===== src/rtl/dphy_rx_hs_ctrl.sv =====
// dphy_rx_hs_ctrl
//   HS-entry sequencer for a 4-lane D-PHY receive wrapper (byte clock domain).
//   It synchronises the LP line states of the clock lane and of data lane 0.
//   It detects LP-11 -> LP-01 -> LP-00 and then sequences the enables:
//   termination first, then the HS receivers after a settle delay. It waits
//   for per-lane SoT detects and drops every enable when the lane returns to
//   LP-11. Data lane 0 governs all data lanes.
//
// Ports
//   clk_byte_fr_i      free-running byte clock
//   reset_byte_fr_n_i  synchronous active-low reset
//   lp_clk_rx_p/n_i    clock-lane LP receiver outputs (asynchronous)
//   lp_d0_rx_p/n_i     data-lane-0 LP receiver outputs (asynchronous)
//   sot_det_i          per-lane SoT detect pulses
//   term_clk_en_o      clock-lane termination enable
//   term_d_en_o        data termination enables (all bits equal)
//   hs_d_en_o          data HS receiver enables (all bits equal)
//   rx_active_o        SoT confirmed on all lanes, burst in progress
//   sot_err_o          one-cycle pulse on SoT timeout
//   lp_err_o           one-cycle pulse on an illegal LP sequence
//   state_o            data FSM state
module dphy_rx_hs_ctrl #(
    parameter int NUM_RX_LANE = 4,
    parameter int T_TERM_EN   = 2,
    parameter int T_HS_SETTLE = 8,
    parameter int SOT_TIMEOUT = 64
) (
    input  logic                   clk_byte_fr_i,
    input  logic                   reset_byte_fr_n_i,
    input  logic                   lp_clk_rx_p_i,
    input  logic                   lp_clk_rx_n_i,
    input  logic                   lp_d0_rx_p_i,
    input  logic                   lp_d0_rx_n_i,
    input  logic [NUM_RX_LANE-1:0] sot_det_i,
    output logic                   term_clk_en_o,
    output logic [NUM_RX_LANE-1:0] term_d_en_o,
    output logic [NUM_RX_LANE-1:0] hs_d_en_o,
    output logic                   rx_active_o,
    output logic                   sot_err_o,
    output logic                   lp_err_o,
    output logic [2:0]             state_o
);

    localparam logic [2:0] ST_STOP = 3'd0;
    localparam logic [2:0] ST_HSRQ = 3'd1;
    localparam logic [2:0] ST_LP00 = 3'd2;
    localparam logic [2:0] ST_TERM = 3'd3;
    localparam logic [2:0] ST_HS   = 3'd4;
    localparam logic [2:0] ST_RX   = 3'd5;
    localparam logic [2:0] ST_ESC  = 3'd6;

    localparam logic [1:0] C_STOP = 2'd0;
    localparam logic [1:0] C_RQ   = 2'd1;
    localparam logic [1:0] C_HS   = 2'd2;

    // LP line states as {p,n}
    localparam logic [1:0] LP11 = 2'b11;
    localparam logic [1:0] LP10 = 2'b10;
    localparam logic [1:0] LP01 = 2'b01;
    localparam logic [1:0] LP00 = 2'b00;

    localparam logic [7:0] TERM_LAST   = 8'(T_TERM_EN - 1);
    localparam logic [7:0] SETTLE_LAST = 8'(T_HS_SETTLE - 1);
    localparam logic [7:0] SOT_LAST    = 8'(SOT_TIMEOUT - 1);

    logic [3:0]             lp_meta_p0;
    logic [3:0]             lp_sync_p1;
    logic [1:0]             lp_c;
    logic [1:0]             lp_d;
    logic [2:0]             d_state;
    logic [2:0]             d_nxt;
    logic [1:0]             c_state;
    logic [1:0]             c_nxt;
    logic [7:0]             cnt;
    logic [NUM_RX_LANE-1:0] sticky;
    logic [NUM_RX_LANE-1:0] sticky_nxt;
    logic                   lp_err_nxt;
    logic                   sot_err_nxt;

    // Stage p0/p1: two-flop synchroniser, idles at LP-11
    always_ff @(posedge clk_byte_fr_i) begin
        if (!reset_byte_fr_n_i) begin
            lp_meta_p0 <= 4'hF;
            lp_sync_p1 <= 4'hF;
        end else begin
            lp_meta_p0 <= {lp_clk_rx_p_i, lp_clk_rx_n_i, lp_d0_rx_p_i, lp_d0_rx_n_i};
            lp_sync_p1 <= lp_meta_p0;
        end
    end

    assign lp_c = lp_sync_p1[3:2];
    assign lp_d = lp_sync_p1[1:0];

    always_comb begin
        c_nxt = c_state;
        case (c_state)
            C_STOP: if (lp_c == LP01) c_nxt = C_RQ;
            C_RQ: begin
                if (lp_c == LP11 || lp_c == LP10) c_nxt = C_STOP;
                else if (lp_c == LP00)            c_nxt = C_HS;
            end
            C_HS:    if (lp_c == LP11) c_nxt = C_STOP;
            default: c_nxt = C_STOP;
        endcase
    end

    // LP-11 is tested first in every state so it always wins.
    always_comb begin
        d_nxt       = d_state;
        lp_err_nxt  = 1'b0;
        sot_err_nxt = 1'b0;
        sticky_nxt  = sticky;
        case (d_state)
            ST_STOP: begin
                if (lp_d == LP01)      d_nxt = ST_HSRQ;
                else if (lp_d == LP10) d_nxt = ST_ESC;
            end
            ST_HSRQ: begin
                if (lp_d == LP11) d_nxt = ST_STOP;
                else if (lp_d == LP10) begin
                    d_nxt      = ST_STOP;
                    lp_err_nxt = 1'b1;
                end else if (lp_d == LP00) d_nxt = ST_LP00;
            end
            ST_LP00: begin
                if (lp_d == LP11) d_nxt = ST_STOP;
                else if (lp_d != LP00) begin
                    d_nxt      = ST_STOP;
                    lp_err_nxt = 1'b1;
                end else if (cnt == TERM_LAST) d_nxt = ST_TERM;
            end
            ST_TERM: begin
                if (lp_d == LP11)              d_nxt = ST_STOP;
                else if (cnt == SETTLE_LAST)   d_nxt = ST_HS;
            end
            ST_HS: begin
                // Include this cycle's detects so the final lane moves to RX
                // on the edge that registers it; a simultaneous timeout loses.
                sticky_nxt = sticky | sot_det_i;
                if (lp_d == LP11)           d_nxt = ST_STOP;
                else if (&sticky_nxt)       d_nxt = ST_RX;
                else if (cnt == SOT_LAST)   sot_err_nxt = 1'b1;
            end
            ST_RX, ST_ESC: if (lp_d == LP11) d_nxt = ST_STOP;
            default: d_nxt = ST_STOP;
        endcase
    end

    // Stage p2: state, counter and registered outputs (decoded from next state)
    always_ff @(posedge clk_byte_fr_i) begin
        if (!reset_byte_fr_n_i) begin
            d_state       <= ST_STOP;
            c_state       <= C_STOP;
            cnt           <= 8'd0;
            sticky        <= '0;
            term_clk_en_o <= 1'b0;
            term_d_en_o   <= '0;
            hs_d_en_o     <= '0;
            rx_active_o   <= 1'b0;
            sot_err_o     <= 1'b0;
            lp_err_o      <= 1'b0;
        end else begin
            d_state <= d_nxt;
            c_state <= c_nxt;
            // Saturation keeps the HS timeout from firing a second time.
            if (d_nxt != d_state)  cnt <= 8'd0;
            else if (cnt != 8'hFF) cnt <= cnt + 8'd1;
            if (d_nxt == ST_HS && d_state != ST_HS) sticky <= '0;
            else                                    sticky <= sticky_nxt;
            term_clk_en_o <= (c_nxt == C_HS);
            term_d_en_o   <= {NUM_RX_LANE{(d_nxt == ST_TERM) || (d_nxt == ST_HS) || (d_nxt == ST_RX)}};
            hs_d_en_o     <= {NUM_RX_LANE{(d_nxt == ST_HS) || (d_nxt == ST_RX)}};
            rx_active_o   <= (d_nxt == ST_RX);
            sot_err_o     <= sot_err_nxt;
            lp_err_o      <= lp_err_nxt;
        end
    end

    assign state_o = d_state;

endmodule


===== config.mk =====
export PLATFORM = sky130hd
export DESIGN_NAME = dphy_rx_hs_ctrl
export DESIGN_NICKNAME = d
export VERILOG_FILES = /design/src/rtl/dphy_rx_hs_ctrl.sv
export SDC_FILE = /design/constraint.sdc
export NUM_CORES = 1
export LEC_CHECK = 0
export ABC_AREA = 1
export BUFFER_PORTS_ARGS = -buffer_cell sky130_fd_sc_hd__buf_2
export CORE_ASPECT_RATIO = 1.25
export CORE_MARGIN = 5
export CORE_UTILIZATION = 45
export DETAILED_ROUTE_END_ITERATION = 10
export PLACE_DENSITY = 0.71
export SETUP_SLACK_MARGIN = 0.3
export SLEW_MARGIN = 10
export SYNTH_ARGS = -nofsm -noshare
export SYNTH_HDL_FRONTEND = slang
export SYNTH_SLANG_ARGS = --single-unit

===== constraint.sdc =====
create_clock -name clk_byte_fr_i -period 1.9 [get_ports clk_byte_fr_i]
set_clock_uncertainty 0.05 [all_clocks]
set_input_delay 0.095 -clock clk_byte_fr_i [delete_from_list [all_inputs] [get_ports clk_byte_fr_i]]
set_output_delay 0.095 -clock clk_byte_fr_i [all_outputs]
set_load 0.03 [all_outputs]

==> impl_metrics.json <==
{
  "path_class": "flop to flop",
  "p_leak_uw": 0.000914,
  "met3_length_um": 185,
  "holdWs_ns": 0.0197,
  "nFillCells": 269,
  "grt_pass1_wl_um": 4670,
  "slew_violations": 0,
  "period_minus_slack_ns": 1.56,
  "ys_types": 32,
  "synth_common_cells": "32 x nand2_1, 31 x dfxtp_1, 24 x inv_1, 19 x nor2_1, 10 x nand3_1",
  "grt_max_degree": 14,
  "swShare_pct": 26.8,
  "m1WireLength_um": 1350,
  "ys.flop_type": "dfxtp_1",
  "synth.most_common_cell": "nand2_1",
  "drtAntennaViolNets": 0,
  "status": "finished clean",
  "path_cells": "ha_4, nand3_4, o21ai_2, nand2_2, nor2_4, nand2_2, nand2_2, nand2_2, nand2_4, nor2_2",
  "ys_ff_latch": 31,
  "topRoutingLayerUsed": "met4",
  "crit_path_max_incr_delay_ns": 0.38,
  "pwr-share-seq_pct": 50.9,
  "tns_ns": 0,
  "num_vias": 1349,
  "crit_path_end_kind": "flop",
  "power_frac_comb_pct": 16.0,
  "diodes": 0,
  "track_usage_pct": 13.7,
  "cp.required_ns": 2.02,
  "gp_congestion": 0.804,
  "synthArstFlopShare_pct": 0,
  "drcViolationCount": 0,
  "first_iter_violations": 68,
  "syn_nets": 212,
  "seq_area_frac_synth_pct": 41.1,
  "die_h_um": 74.7,
  "drt-wirelength-per-cell_um": 12.1,
  "cts_buffer_depth": 2,
  "syn_area_um2": 1510,
  "drt-total-wl_um": 3280,
  "row_count": 23,
  "maxSlewHeadroom_pct": 76.1,
  "cts_buffers": 5,
  "power.switching_uw": 369,
  "holdCritPathClass": "primary input to flop",
  "rsz0062_at_grt": "false",
  "grt_pass1_vias": 1134,
  "peakVddDrop_v": 0.000519,
  "yosys_warnings": 0,
  "portBuffers": 24,
  "clock_power_share_pct": 33.2,
  "htreeDepth": 2,
  "drive_gt1_share_pct": 53.8,
  "synth_edf_count": 0,
  "io_pins": 25,
  "worstMarginPinSlew_ns": 0.355,
  "overflow": 0,
  "clk_pin_slew_worst_paths_ns": 0.06,
  "worst_ep_arrival_time_ns": 1.68,
  "die_area_um2": 4620,
  "clock_latency_ns": 0.28,
  "worstSetupStartpointType": "flop",
  "cp_slowest_cell": "dfxtp_4",
  "period_share_pct": 82.0,
  "finalHoldViolations": 0,
  "first_pass_iters": 4,
  "clkSinkCount": 31,
  "hpwlAfterDp_um": 2050,
  "viasPerCell": 4.98,
  "antenna_found_initial": 0,
  "synth_top_area_share_pct": 41.1,
  "synth.area.top_cells": "dfxtp_1 41%, nand2_1 8.0%, inv_1 6.0%",
  "p_total_uw": 1380,
  "cap_violations": 0,
  "setup_viol": 0,
  "start_util_pct": 46.8,
  "synthCells": 195,
  "critical_path.max_fanout": 8,
  "fmax_ghz": 0.642,
  "worst-path-buf-inv": 0,
  "synth_top_cell_by_area": "dfxtp_1",
  "avgSynthCellArea_um2": 7.74,
  "cts_tree": "yes",
  "wl_met2_um": 1650,
  "power_density_nw_per_um2": 661,
  "areaGrowthSynthToFinish_pct": 38.1,
  "die_x_um": 61.8,
  "cts_root_buf": "clkbuf_8",
  "nets": 252,
  "p_int_uw": 1010,
  "crit_family": "simple AND/OR/NAND/NOR gates",
  "crit_top_cell": "nand2_2",
  "coreArea_um2": 3220
}
## tightest hold or removal path, stage by stage
cell and delay [ns]:
buf_2 0.10, nand2_1 0.05, a21oi_1 0.05
## per-layer routing
layer / up-vias / track usage (%)
met3: 5 / 4.63
met4: 0 / 7.78
met2: 28 / 21.5
li1: 693 / -
met5: - / 0
met1: 623 / 16.1
## logic make-up after synthesis
logic type	synth area share, %
and+or+nand+nor	31.0
buffers and inverters	10.3
DFF	41.1
AOI/OAI and AO/OA	8.79
adders and majority gates	5.80
xor gates and xnor gates	2.32
muxes	0.663
## timing repair
| item | in CTS | in global routing |
|---|---|---|
| gates resized for setup | 12 | 70 |
| setup buffers | 0 | 11 |
| endpoints found under the hold margin | 4 | 0 |
| pin swaps | 2 | 20 |
| setup endpoints to repair | 10 | 11 |
| hold buffers | 4 | 0 |
## flip-flops by register name, summed over array words and instances (netlist names)
register / count
cnt: 8
lp_meta_p0: 4
lp_sync_p1: 4
sticky: 4
state_o: 3
c_state: 2
hs_d_en_o: 1
lp_err_o: 1
rx_active_o: 1
sot_err_o: 1
term_clk_en_o: 1
term_d_en_o: 1
## placed cells by master, fill, tap and decap left out, types with 4 or more instances in the layout
cell type | netlist | final
buf_2 | 0 | 24
dfxtp_1 | 31 | 21
nand2_1 | 32 | 18
nand2_2 | 4 | 17
inv_1 | 24 | 16
nor2_1 | 19 | 12
buf_4 | 6 | 12
nor2_2 | 9 | 11
or2_2 | 8 | 8
a21oi_1 | 8 | 8
inv_2 | 2 | 7
dfxtp_4 | 0 | 7
nor2_4 | 1 | 6
nand3_2 | 1 | 5
clkbuf_8 | 0 | 5
nand3_1 | 10 | 4
o21ai_0 | 7 | 4
dlygate4sd3_1 | 0 | 4
## power by group through the flow
stage,combinational (uW),sequential (uW),clock [uW]
after global placement,156,704,0
after floorplan,114,710,0
after CTS,169,693,472
after detailed placement,157,706,0
final,220,700,457
after global routing,244,703,492
## area by class of cell
cell class	instances	area, um2	area share (%)
clock buffers	6	72.6	3.48
inverters	28	118	5.65
multi-input cells	129	946	45.4
flip-flops and latches	31	651	31.2
well taps	37	46.3	2.22
repair buffers	40	250	12.0
## through the flow
step                      cell area [um2]  std cells  setup slack, ns  utilization (%)
after floorplan                      1510        195            0.371                -
after global placement               1640        250            0.186             50.8
after detailed placement             1640        250            0.187             50.8
after CTS                            1780        260            0.302             55.2
after global routing                 2080        271            0.231             64.6
final                                2080        271            0.341             64.6
## final timing paths
| kind | from | endpoint | slack (ns) | cells past startpoint |
|---|---|---|---|---|
| max reg2reg | cnt[1]$_SDFFE_PP0P_ | cnt[0]$_SDFFE_PP0P_ | 0.34 | 10 |
| min | sot_det_i[0] | sticky[0]$_SDFFE_PP0P_ | 0.02 | 3 |
| min reg2reg | lp_meta_p0[2]$_SDFF_PN1_ | lp_sync_p1[2]$_SDFF_PN1_ | 0.36 | 1 |
| max | cnt[1]$_SDFFE_PP0P_ | cnt[0]$_SDFFE_PP0P_ | 0.34 | 10 |
Power figures use the tool's default switching activity.
